--- config.mk ---
export PLATFORM = sky130hd
export DESIGN_NAME = singleportram_arbiter
export DESIGN_NICKNAME = d
export VERILOG_FILES = /design/src/rtl/spram_arb_pkg.sv /design/src/rtl/spram_arb_rr.sv /design/src/rtl/singleportram_arbiter.sv
export SDC_FILE = /design/constraint.sdc
export NUM_CORES = 1
export LEC_CHECK = 0
export ABC_AREA = 1
export BUFFER_PORTS_ARGS = -buffer_cell sky130_fd_sc_hd__buf_2
export CORE_MARGIN = 10
export CORE_UTILIZATION = 46
export DETAILED_ROUTE_END_ITERATION = 10
export PLACE_DENSITY = 0.91
export SLEW_MARGIN = 0
export SYNTH_ARGS = -nofsm -noshare
export SYNTH_HDL_FRONTEND = slang
export SYNTH_HIERARCHICAL = 1
export SYNTH_SLANG_ARGS = --single-unit
--- constraint.sdc ---
create_clock -name clk -period 1.56 [get_ports clk]
set_input_delay 0.312 -clock clk [delete_from_list [all_inputs] [get_ports clk]]
set_output_delay 0.312 -clock clk [all_outputs]
set_load 0.01 [all_outputs]
--- src/rtl/spram_arb_pkg.sv ---
// Shared types for the two-client single-port RAM arbiter.
package spram_arb_pkg;

   localparam int unsigned NUM_CLIENTS  = 2;
   localparam int unsigned READ_LATENCY = 2;

   typedef logic [0:0] client_id_t;

   typedef struct packed {
      logic       valid;
      client_id_t client;
   } tag_t;

endpackage

--- src/rtl/spram_arb_rr.sv ---
// Two-way round-robin picker; while a lock is held only the lock owner may be granted.
module spram_arb_rr
   import spram_arb_pkg::*;
(
   input  logic [NUM_CLIENTS-1:0] req,
   input  client_id_t             last,
   input  logic                   lock_active,
   input  client_id_t             lock_owner,
   output logic [NUM_CLIENTS-1:0] gnt
);

   always_comb begin
      gnt = '0;
      if (lock_active) begin
         gnt[lock_owner] = req[lock_owner];
      end else if (req[0] && req[1]) begin
         gnt[~last] = 1'b1;
      end else begin
         gnt = req;
      end
   end

endmodule

--- src/rtl/singleportram_arbiter.sv ---
// Round-robin arbiter sharing one single-port RAM (1-cycle read) between two clients.
// Define SPRAM_ARB_LOCK_EN to add c0_lock/c1_lock for atomic read-modify-write.
module singleportram_arbiter
   import spram_arb_pkg::*;
#(
   parameter int unsigned WIDTH = 32,
   parameter int unsigned DEPTH = 10
) (
   input  logic             clk,
   input  logic             reset,
   input  logic             c0_req,
   input  logic             c0_we,
   input  logic [31:0]      c0_addr,
   input  logic [WIDTH-1:0] c0_din,
`ifdef SPRAM_ARB_LOCK_EN
   input  logic             c0_lock,
`endif
   output logic             c0_gnt,
   output logic             c0_rvalid,
   output logic [WIDTH-1:0] c0_dout,
   input  logic             c1_req,
   input  logic             c1_we,
   input  logic [31:0]      c1_addr,
   input  logic [WIDTH-1:0] c1_din,
`ifdef SPRAM_ARB_LOCK_EN
   input  logic             c1_lock,
`endif
   output logic             c1_gnt,
   output logic             c1_rvalid,
   output logic [WIDTH-1:0] c1_dout,
   output logic [31:0]      ram_address,
   output logic [WIDTH-1:0] ram_din,
   output logic             ram_we,
   output logic             ram_oe,
   input  logic [WIDTH-1:0] ram_dout
);

   // The RAM owns address truncation; only sanity-check the width here.
   if (DEPTH < 1 || DEPTH > 32) begin : g_depth_check
      $error("singleportram_arbiter: DEPTH must be in 1..32");
   end

   logic [NUM_CLIENTS-1:0] req;
   logic [NUM_CLIENTS-1:0] rr_gnt;
   logic [NUM_CLIENTS-1:0] gnt;
   logic                   accept;
   logic                   sel_we;
   logic                   lock_active;
   client_id_t             lock_owner;
   client_id_t             last_q;
   client_id_t             sel;
   tag_t                   tag1_q;
   tag_t                   tag2_q;
   logic [31:0]            ram_address_q;
   logic [WIDTH-1:0]       ram_din_q;
   logic                   ram_we_q;
   logic                   ram_oe_q;
   logic [WIDTH-1:0]       c0_dout_q;
   logic [WIDTH-1:0]       c1_dout_q;

   assign req = {c1_req, c0_req};

   spram_arb_rr u_rr (
      .req         (req),
      .last        (last_q),
      .lock_active (lock_active),
      .lock_owner  (lock_owner),
      .gnt         (rr_gnt)
   );

   assign gnt    = reset ? rr_gnt : '0;
   assign c0_gnt = gnt[0];
   assign c1_gnt = gnt[1];
   assign accept = |gnt;
   assign sel    = client_id_t'(gnt[1]);
   assign sel_we = sel[0] ? c1_we : c0_we;

`ifdef SPRAM_ARB_LOCK_EN
   logic       lock_q;
   client_id_t lock_owner_q;
   logic       sel_lock;

   assign sel_lock = sel[0] ? c1_lock : c0_lock;

   // Each accepted request from the granted client re-decides the lock.
   always_ff @(posedge clk) begin
      if (!reset) begin
         lock_q       <= 1'b0;
         lock_owner_q <= '0;
      end else if (accept) begin
         lock_q       <= sel_lock;
         lock_owner_q <= sel;
      end
   end

   assign lock_active = lock_q;
   assign lock_owner  = lock_owner_q;
`else
   assign lock_active = 1'b0;
   assign lock_owner  = '0;
`endif

   always_ff @(posedge clk) begin
      if (!reset) begin
         ram_address_q <= '0;
         ram_din_q     <= '0;
         ram_we_q      <= 1'b0;
         ram_oe_q      <= 1'b0;
         tag1_q        <= '0;
         tag2_q        <= '0;
         c0_dout_q     <= '0;
         c1_dout_q     <= '0;
         last_q        <= client_id_t'(1'b1);
      end else begin
         ram_we_q <= 1'b0;
         ram_oe_q <= 1'b0;
         tag1_q   <= '0;
         if (accept) begin
            ram_address_q <= sel[0] ? c1_addr : c0_addr;
            ram_din_q     <= sel[0] ? c1_din : c0_din;
            ram_we_q      <= sel_we;
            ram_oe_q      <= 1'b1;
            tag1_q.valid  <= ~sel_we;
            tag1_q.client <= sel;
            last_q        <= sel;
         end
         tag2_q <= tag1_q;
         if (c0_rvalid) c0_dout_q <= ram_dout;
         if (c1_rvalid) c1_dout_q <= ram_dout;
      end
   end

   // Stage-2 tag lines up with the RAM's registered output; dout then holds it.
   assign c0_rvalid = tag2_q.valid && (tag2_q.client == 1'b0);
   assign c1_rvalid = tag2_q.valid && (tag2_q.client == 1'b1);
   assign c0_dout   = c0_rvalid ? ram_dout : c0_dout_q;
   assign c1_dout   = c1_rvalid ? ram_dout : c1_dout_q;

   assign ram_address = ram_address_q;
   assign ram_din     = ram_din_q;
   assign ram_we      = ram_we_q;
   assign ram_oe      = ram_oe_q;

endmodule

==> metrics, run 1 <==
status=finished with violations; violated checks=negative setup slack; layout cell share with drive strength beyond 1=38.2%; NetSw=roughly 2.6 mW; CP bufs+invs=3; Reg2Reg Setup Slack=about 0.1 ns; CTS tree=built; per-cell routed wire length=18.0 µm; syn_area_per_cell=roughly 6.4 µm²; Placement Setup Slack=-0.0947 ns; vias in the first global route=roughly 7.0k; synthesized cell area=a little over 6000 µm²; Initial Util=47.6%; hold_ws=0.182 ns; CTS Root Cell=clkbuf_16; Worst setup EP type=primary output; CP max-delay cell=dfxtp_4; CP max stage delay=0.43 ns; RSZ-0062 raised after global routing=yes; Sum Neg Setup Slack=-17.12 ns; Synth area leaders=dfxtp_1 44%, nand2_1 15%, nor2_1 12%, inv_1 9.7%, o21ai_0 7.0%; H-tree levels=4; Initial DRT Pass Iterations=5; crit-path max FO=16; HPWL after DPL=roughly 15,000 µm; Setup WS post-layout=-0.334 ns; maxcap violations=0; later-pin clock latency in the skew report=between 0.4 and 0.5 ns; DR vias=7,240; worst hold start=ram_dout[30]; Yosys Warn Count=6; Final Hold Fails=0; Routed Wire Length=roughly 26,000 µm; GR Overflow Total=0; total power=approximately 9.5 mW; Synth top area share=between 40 and 50%; register share of total power=roughly two fifths; Post-Synthesis Cells=around 950; nets=around 1.4k; CP Cell Sequence=nand2_8, buf_16, o21ai_2, inv_1, buf_2; Max Slew Vio Count=0; pwr/cell area=~1000 nW/µm²; clock sink total=135; worst path required time=roughly 1.3 ns; Clock Path Buffers=2; Final period util=121%; combinational power share=approximately a fifth; ANT nets after route=0; Post-synth EDFFs=0; cts bufs inserted=17; startpoint types=register; core area=12,800 µm²; largest area contributor in the netlist=dfxtp_1; Net Sw Frac=27.8%; Chip Width=135 µm; first-pass GRT wire length=approximately 35,000 µm; Post-CTS Hold Fix Bufs=0; die height=about 140 µm; CTS clock-pin slew for the worst setup and hold paths=~0.05 ns; initial antenna violation count=1; Hold EP=c1_dout_q[30]; Max VDD drop=~0.63 mV; reg-to-reg critical path endpoint=ram_address[9]; fin crit period=approximately 1.9 ns; Setup CP Type=reg -> out; vias per std cell=4.98; worst endpoint data arrival time=around 1.6 ns; HP Class=in -> reg; Static Leak=5.59 nW; full die area=18,200 µm²; r2r startpoint=last_q; area grow syn2layout=54.9%; ys async rst share=0%; total track usage=~24%; fmax=roughly 530 MHz; IO Count=300; top cells by count, synth=250 x nand2_1, 202 x nor2_1, 157 x inv_1; Final Wtd Congestion=between 0.8 and 0.9; top-count cell post-synth=nand2_1; Synth cell types=17; ys flop type=dfxtp_1; FF+latch count, synth=roughly 140; clk_skew=between 0.01 and 0.015 ns; # setup viols final=66; hold-critical path depth=3; IO buf count=299; Worst path top cell family by delay=buffers and inverters; pin count of the biggest net entering global routing=slightly below 70; R2R depth=11; n_diodes=0; Pint=about 6.9 mW; # rows=between 40 and 50; Post-route DRC=0; Seq/Total Area, Yosys=between 40% and 50%; Fillers=a little over 900; clock share of power=around two fifths; violation count after the first detailed-route iteration=484
[state kept, by name, indices dropped and copies added (netlist names), 2 cells and up]
name / count
tag2_q: 2
ram_address: 32
c0_dout_q: 32
c1_dout_q: 32
ram_din: 32
tag1_q: 2
[layout by cell type (no fill, tap or decap), types with 2 or more instances in the layout]
master      instances
a21oi_1             7
o21ai_1            40
dfxtp_1           132
conb_1              5
o21ai_0            21
buf_16              8
clkinv_2            5
bufinv_16           2
o21ai_4            18
clkbuf_1            4
clkbuf_16          21
buf_6              22
nand2_2            16
clkinvlp_4          2
nand2_8             3
nor2_4              2
nor2_1            198
dfxtp_4             2
clkbuf_8            2
inv_1             140
buf_12              9
inv_2              18
nor2_2              2
nand2_4             4
o21ai_2            44
buf_4              26
nand3_1            13
nand2_1           231
buf_2             279
[cells by family (layout without fill, tap and decap cells)]
family,after synthesis,in the layout,share of synthesized area [%]
DFF,135,135,44.4
AOI/OAI and AO/OA,130,130,10.7
and+or+nand+nor,469,470,29.6
other,1,5,0.0616
buffers and inverters,217,542,15.2
[power by group through the flow]
stage          Sequential (mW)  Clock, mW  Combinational [mW]
3_5_place_dp              3.83          0                1.46
2_1_floorplan             3.89          0               0.724
4_1_cts                   3.76       3.93                1.62
6_report                  3.77       3.92                1.84
5_1_grt                   3.79       4.08                2.00
3_3_place_gp              3.82          0                1.43
[final cells by class]
class	count	area [µm²]	share of cell area, %
Sequential cell	135	2710	28.8
Clock inverter	9	100	1.06
Tap cell	172	215	2.28
Clock buffer	23	468	4.96
Multi-Input combinational cell	605	2960	31.4
Inverter	161	617	6.54
Timing Repair Buffer	349	2350	25.0
[worst max path at each step]
stage / startpoint / end / slack (ns) / cells after the start
final: tag2_q[1] / c1_dout[19] / -0.33 / 5
after global routing: tag2_q[1] / c0_dout[5] / -0.42 / 5
after floorplan: last_q / ram_address[10] / 0.19 / 10
after CTS: tag2_q[0] / c0_dout[29] / -0.28 / 7
after detailed placement: c0_req / tag1_q[1] / -0.09 / 9
after global placement: c0_req / tag1_q[1] / -0.03 / 9
[worst register-to-register path: stages, from the launching register on]
cell,delay [ns]
dfxtp_2,0.35
inv_4,0.05
nand2_2,0.05
nand2_2,0.05
nand2_2,0.07
nand2_4,0.05
buf_4,0.16
nand2_8,0.13
inv_2,0.06
buf_12,0.17
nor2_2,0.14
nor2_1,0.05
[repair_timing]
| item | CTS | global route |
|---|---|---|
| pin swaps | 4 | 11 |
| endpoints found under the setup margin | 69 | 130 |
| gates resized for setup | 152 | 84 |
| gates cloned | 8 | 5 |
| buffers inserted | 4 | 9 |
[metrics by stage]
stage | std cells | utilization (%) | area, µm²
detailed placement | 1396 | 61.0 | 7790
finish | 1454 | 73.8 | 9430
CTS | 1440 | 69.8 | 8910
global placement | 1396 | 61.0 | 7790
floorplan | 956 | - | 6100
global route | 1454 | 73.8 | 9430
[layer usage]
layer | global-route usage (%) | part of all wire, % | vias up
met5 | 0 | 0.050 | -
met4 | 13.6 | 5.1 | 2
met3 | 9.46 | 11 | 111
met2 | 42.6 | 50 | 450
met1 | 24.3 | 35 | 3226
li1 | - | - | 3451
Power figures use the tool's default switching activity.
==> inputs of run 2 (changes only) <==
--- a/config.mk
+++ b/config.mk
@@ -5,10 +5,10 @@
 export SDC_FILE = /design/constraint.sdc
 export NUM_CORES = 1
 export LEC_CHECK = 0
-export ABC_AREA = 1
 export BUFFER_PORTS_ARGS = -buffer_cell sky130_fd_sc_hd__buf_2
+export CAP_MARGIN = 30
 export CORE_MARGIN = 10
-export CORE_UTILIZATION = 46
+export CORE_UTILIZATION = 45
 export DETAILED_ROUTE_END_ITERATION = 10
 export PLACE_DENSITY = 0.91
 export SLEW_MARGIN = 0
==> run 2 against run 1 <==
The run still ends with negative setup slack left; clock skew shrank 0.0045 ns; clock power down 4%; critical path depth decreased by 1; via count decreased by 28%; non-clock buffer count fell by 2; core utilization fell by 1.8 points; combinational power decreased by 18%; maximum frequency fell by 0.54%; die area is 5.4% lower; first-iteration DRC count shrank 39%; power is 5.7% lower.
==> metrics, run 2 <==
CP bufs+invs=2 (-1); DR vias=5,203 (-28%); vias in the first global route=5,256 (-25%); top-count cell post-synth=dfxtp_1; fin crit period=1.90 ns (+0.0103 ns); CP max-delay cell=dfxtp_2; maxcap violations=0 (unchanged); total power=8.98 mW (-5.7%); Synth area leaders=dfxtp_1 48%, mux2i_1 11%, and2_1 7.8%, mux2_4 7.8%, mux2_2 7.1%; Static Leak=4.37 nW (-22%); IO buf count=299 (unchanged); Chip Width=131 µm (-2.7%); Initial Util=46.3% (-1.4 points); Synth top area share=48.4% (+4.0 points); ys async rst share=0% (unchanged); Final period util=122% (+0.66 points); initial antenna violation count=0 (-1); Post-Synthesis Cells=526 (-45%); top cells by count, synth=135 x dfxtp_1, 70 x and2_1, 65 x o21ai_0; # setup viols final=109 (+65%); fmax=525 MHz (-0.54%); Synth cell types=23 (+6); Final Hold Fails=0 (unchanged); first-pass GRT wire length=28,300 µm (-20%); HPWL after DPL=14,100 µm (-7.2%); final instance area=8680 µm² (-7.9%); # rows=40 (-2.4%); Worst setup EP type=primary output; RSZ-0062 raised after global routing=yes; CTS clock-pin slew for the worst setup and hold paths=0.05 ns (about the same); crit-path max FO=6 (-10); worst path required time=1.25 ns (about the same); ANT nets after route=0 (unchanged); Clock Path Buffers=2 (unchanged); startpoint types=register; Sum Neg Setup Slack=-20.99 ns (-3.87 ns); nets=1,019 (-29%); per-cell routed wire length=19.6 µm (+8.7%); synthesized cell area=5580 µm² (-8.3%); area grow syn2layout=55.5%; pin count of the biggest net entering global routing=59 (-13%); n_diodes=0 (unchanged); Seq/Total Area, Yosys=48.4% (+4.0 points); total track usage=20.1% (-4.2 points); CTS tree=built; violation count after the first detailed-route iteration=293 (-39%); IO Count=300 (unchanged); worst endpoint data arrival time=1.59 ns (about the same); clk_skew=0.00584 ns (-0.00448 ns); vias per std cell=5.04 (+1.2%); pwr/cell area=1040 nW/µm² (+2.4%); Post-route DRC=0 (unchanged); Max VDD drop=0.764 mV (+21%); ys flop type=dfxtp_1; H-tree levels=4 (unchanged); largest area contributor in the netlist=dfxtp_1; core area=12,100 µm² (-5.6%); CP max stage delay=0.33 ns (-0.10 ns); most frequent cells in the layout=264 x buf_2, 132 x dfxtp_1, 68 x and2_1; commonest non-fill, non-tap cell in the layout=buf_2; die height=131 µm (-2.7%); HP Class=in -> reg; Routed Wire Length=20,200 µm (-23%); Fillers=787 (-14%); layout cell share with drive strength beyond 1=53.1% (+15 points); Final Wtd Congestion=0.867 (+2.4%); later-pin clock latency in the skew report=0.41 ns (about the same); FF+latch count, synth=135 (unchanged); Initial DRT Pass Iterations=4 (-1); Placement Cell Area=7420 µm² (-4.7%); CTS Root Cell=clkbuf_16; syn_area_per_cell=10.6 µm² (+66%); GR Overflow Total=0 (unchanged); full die area=17,300 µm² (-5.4%); cts bufs inserted=17 (unchanged); violated checks=negative setup slack; Post-synth EDFFs=0 (unchanged); CP Cell Sequence=nand2b_4, clkbuf_16, mux2_4, buf_6; Setup CP Type=reg -> out; Worst path top cell family by delay=flip-flops; Yosys Warn Count=6 (unchanged); status=finished with violations; Setup WS post-layout=-0.345 ns (-0.0103 ns); clock sink total=135 (unchanged); Max Slew Vio Count=0 (unchanged)
-- run 2: cell count changes in the layout (fill, tap and decap cells not counted), sizes merged, moves of 13 or more --
| cell | before | now |
|---|---|---|
| a21oi | 7 | 64 |
| nand3 | 13 | 0 |
| mux2i | 0 | 64 |
| nor2 | 202 | 2 |
| and2 | 1 | 70 |
| inv | 160 | 6 |
| nand2 | 254 | 4 |
| o21ai | 123 | 65 |
| mux2 | 0 | 64 |
-- run 2: worst paths after layout --
check,start,to,slack (ns),cells after the start
worst max-delay path,tag2_q[0],c0_dout[20],-0.34,4
worst min-delay path,c1_addr[29],ram_address[29],0.17,3
worst max register to register,last_q,ram_din[10],-0.06,8
worst min register to register,tag1_q[0],tag2_q[0],0.44,1
-- run 2: per-stage QoR --
step	utilization (%)	instances	hold WS [ns]	setup slack, ns
floorplan	-	531	0.412	0.0312
global placement	61.5	981	0.430	0.0704
detailed placement	61.5	981	0.432	0.00933
CTS	66.8	1014	0.150	-0.371
global route	71.9	1033	0.162	-0.406
finish	71.9	1033	0.167	-0.345
-- run 2: worst reg2reg max path, cell delays in order, from the launching register on --
cell	delay [ns]
dfxtp_4	0.36
nor2_4	0.04
a221oi_4	0.27
buf_12	0.15
buf_8	0.10
buf_12	0.15
clkbuf_16	0.17
mux2i_1	0.19
a21oi_1	0.09
-- run 2: cell families (layout without fill, tap and decap cells) --
family                 count (synthesis)  count (layout)  share of synthesized area [%]
AOI/OAI and AO/OA                    134             134                           12.3
buffers and inverters                 49             383                           4.22
DFF                                  135             135                           48.4
muxes                                128             128                           26.4
other                                  1               6                         0.0672
and+or+nand+nor                       79              79                           8.61
-- run 2: per-layer routing --
metal  GRT usage [%]  share of wire [%]
met1            21.4                 38
met2            34.3                 51
met3            8.42                8.4
met4            8.65                2.8
met5               0                  0
-- run 2: layout make-up --
type / instances / area, µm² / share of cell area, %
Inverter: 5 / 31.3 / 0.360
Timing Repair Buffer: 347 / 2420 / 27.9
Sequential cell: 135 / 2710 / 31.2
Clock buffer: 20 / 457 / 5.26
Tap cell: 168 / 210 / 2.42
Multi-Input combinational cell: 347 / 2750 / 31.7
Clock inverter: 11 / 100 / 1.15
-- run 2: power breakdown --
| group | switching [mW] | internal (mW) | total, mW |
|---|---|---|---|
| Clock | 1.48 | 2.27 | 3.75 |
| Combinational | 0.708 | 0.787 | 1.50 |
| Sequential | 0.0959 | 3.64 | 3.74 |
-- run 2: what timing repair did --
item                                    CTS  global route
buffers inserted                          2            12
cloned                                    0             7
pin swaps                                 4            52
hold endpoints to repair                  0             0
endpoints found under the setup margin   68           131
hold buffers                              0             0
gates resized for setup                  16            89
==> inputs of run 3 (changes only) <==
--- a/config.mk
+++ b/config.mk
@@ -7,10 +7,12 @@
 export LEC_CHECK = 0
 export BUFFER_PORTS_ARGS = -buffer_cell sky130_fd_sc_hd__buf_2
 export CAP_MARGIN = 30
+export CELL_PAD_IN_SITES_DETAIL_PLACEMENT = 0
+export CELL_PAD_IN_SITES_GLOBAL_PLACEMENT = 2
 export CORE_MARGIN = 10
-export CORE_UTILIZATION = 45
+export CORE_UTILIZATION = 26
 export DETAILED_ROUTE_END_ITERATION = 10
-export PLACE_DENSITY = 0.91
+export PLACE_DENSITY = 0.92
 export SLEW_MARGIN = 0
 export SYNTH_ARGS = -nofsm -noshare
 export SYNTH_HDL_FRONTEND = slang
==> run 3 against run 2 <==
The run still ends with negative setup slack left; cell area is 0.79% higher; critical path depth unchanged; count of clock-buffer cells in the layout down 1; maximum frequency grew 0.79%; hold slack lost 0.0080 ns; core utilization shrank 30 points; sequential power about the same; non-clock buffer count unchanged; setup slack gained 0.015 ns; largest cell class unchanged.
==> metrics, run 3 (synthesis gave the netlist of run 2 again) <==
core area=21,100 µm² (+75%); crit-path max FO=29 (+23); worst endpoint data arrival time=1.58 ns (about the same); GR Util met2=20.6% (-14 points); busiest grt layer=met2; later-pin clock latency in the skew report=0.41 ns (about the same); RSZ-0062 raised after global routing=yes; Post-CTS Hold Fix Bufs=0 (unchanged); R2R depth=7 (-1); H-tree levels=4 (unchanged); total power=9.21 mW (+2.6%); met3 GRT Util=7.20% (-1.2 points); CTS Root Cell=clkbuf_16; startpoint types=register; # rows=53 (+33%); CTS clock-pin slew for the worst setup and hold paths=0.06 ns (about the same); Reg2Reg Setup Slack=0.06 ns (+0.12 ns); layout cell share with drive strength beyond 1=52.4% (-0.64 points); r2r startpoint=last_q; Clock Path Buffers=2 (unchanged); fin crit period=1.89 ns (-0.0149 ns); Chip Width=166 µm (+27%); Sequential Area=2710 µm² (about the same); cts bufs inserted=17 (unchanged); initial antenna violation count=2 (+2); Routed Wire Length=19,600 µm (-3.0%); Initial DRT Pass Iterations=4 (unchanged); multi-input logic area=2710 µm² (-1.4%); Setup WS post-layout=-0.330 ns (+0.0149 ns); clk_skew=0.0107 ns (+0.00483 ns); Placement Cell Area=7610 µm² (+2.5%); Max VDD drop=0.614 mV (-20%); ANT nets after route=0 (unchanged); GR Overflow Total=0 (unchanged); commonest non-fill, non-tap cell in the layout=buf_2; hold_ws=0.159 ns (-0.00803 ns); IO Count=300 (unchanged); Static Leak=4.37 nW (about the same); n_diodes=0 (unchanged); Placement Setup Slack=-0.00229 ns (-0.0116 ns); die height=166 µm (+27%); status=finished with violations; CTS tree=built; most frequent cells in the layout=267 x buf_2, 132 x dfxtp_1, 68 x and2_1; Max Slew Vio Count=0 (unchanged); # setup viols final=67 (-39%); Initial Util=26.5% (-20 points); violated checks=negative setup slack; vias per std cell=4.34 (-14%); Final period util=121% (-0.96 points); Final Wtd Congestion=0.748 (-14%); clock sink total=135 (unchanged); pin count of the biggest net entering global routing=59 (unchanged); reg-to-reg critical path endpoint=ram_din[5]; fmax=529 MHz (+0.79%); full die area=27,700 µm² (+61%); violation count after the first detailed-route iteration=167 (-43%); Fillers=2,114 (+170%); Setup CP Type=reg -> out; first-pass GRT wire length=29,200 µm (+2.9%); hold-critical path depth=3 (unchanged); Critical Path Start=tag2_q[1]; vias in the first global route=5,153 (-2.0%); maxcap violations=0 (unchanged); Final Hold Fails=0 (unchanged); grt met1 use=14.7% (-6.7 points); Worst setup EP type=primary output; crit path to=c1_dout[13]; pwr/cell area=1050 nW/µm² (+1.7%); final instance area=8750 µm² (+0.79%); DR vias=4,955 (-4.8%); worst path required time=1.25 ns (about the same); total track usage=13.0% (-7.2 points); area grow syn2layout=56.8%; Final Util=41.5% (-30 points); HPWL after DPL=14,300 µm (+1.6%); nets=1,019 (unchanged); Post-route DRC=0 (unchanged); IO buf count=299 (unchanged); HP Class=in -> reg; per-cell routed wire length=17.2 µm (-12%)
==> run 3: cell count changes in the layout (fill, tap and decap cells not counted), sizes merged <==
cell / previous run / this run
inv: 6 / 8
buf: 341 / 340
bufinv: 1 / 2
clkinv: 4 / 3
==> run 3: worst min-delay path by stage <==
stage | startpoint | to
after floorplan | tag1_q[0] | tag2_q[0]
after detailed placement | tag1_q[0] | tag2_q[0]
after global placement | tag1_q[0] | tag2_q[0]
final | c1_addr[21] | ram_address[21]
after CTS | c1_din[12] | ram_din[12]
after global routing | c1_din[12] | ram_din[12]
==> run 3: area by class of cell <==
cell class                 count  share of cell area, %
multi-input combinational    347                   31.0
sequential                   135                   30.9
timing repair buffer         347                   27.1
clock buffer                  19                   5.06
tap                          275                   3.93
clock inverter                13                   1.67
inverter                       5                  0.300
==> run 3: worst max-delay path, cell delays in order, from the launching register on <==
cell     delay, ns
dfxtp_2       0.34
nand2_2       0.09
buf_12        0.20
mux2_2        0.38
buf_2         0.15
==> run 3: routing by layer <==
layer / wire (µm) / vias to the layer above
li1: - / 2485
met3: 2060 / 15
met4: 178 / 4
met5: 27 / -
met1: 8060 / 2243
met2: 9270 / 208
==> run 3: through the flow <==
step           std cells  setup TNS (ns)
2_1_floorplan        531               0
3_3_place_gp        1091               0
3_5_place_dp        1091        -0.00229
4_1_cts             1128          -21.55
5_1_grt             1141          -24.84
6_report            1141          -19.71
==> run 3: what timing repair did <==
| action | in CTS | in global routing |
|---|---|---|
| gates resized for setup | 41 | 25 |
| cloned | 0 | 8 |
| setup buffers | 5 | 5 |
| endpoints found under the setup margin | 68 | 101 |
| pin swaps | 2 | 2 |
==> run 3: power breakdown <==
group          total, mW  internal, mW  switching (mW)
combinational       1.45         0.775           0.677
sequential          3.73          3.64          0.0850
clock               4.04          2.41            1.62
total               9.21          6.83            2.38
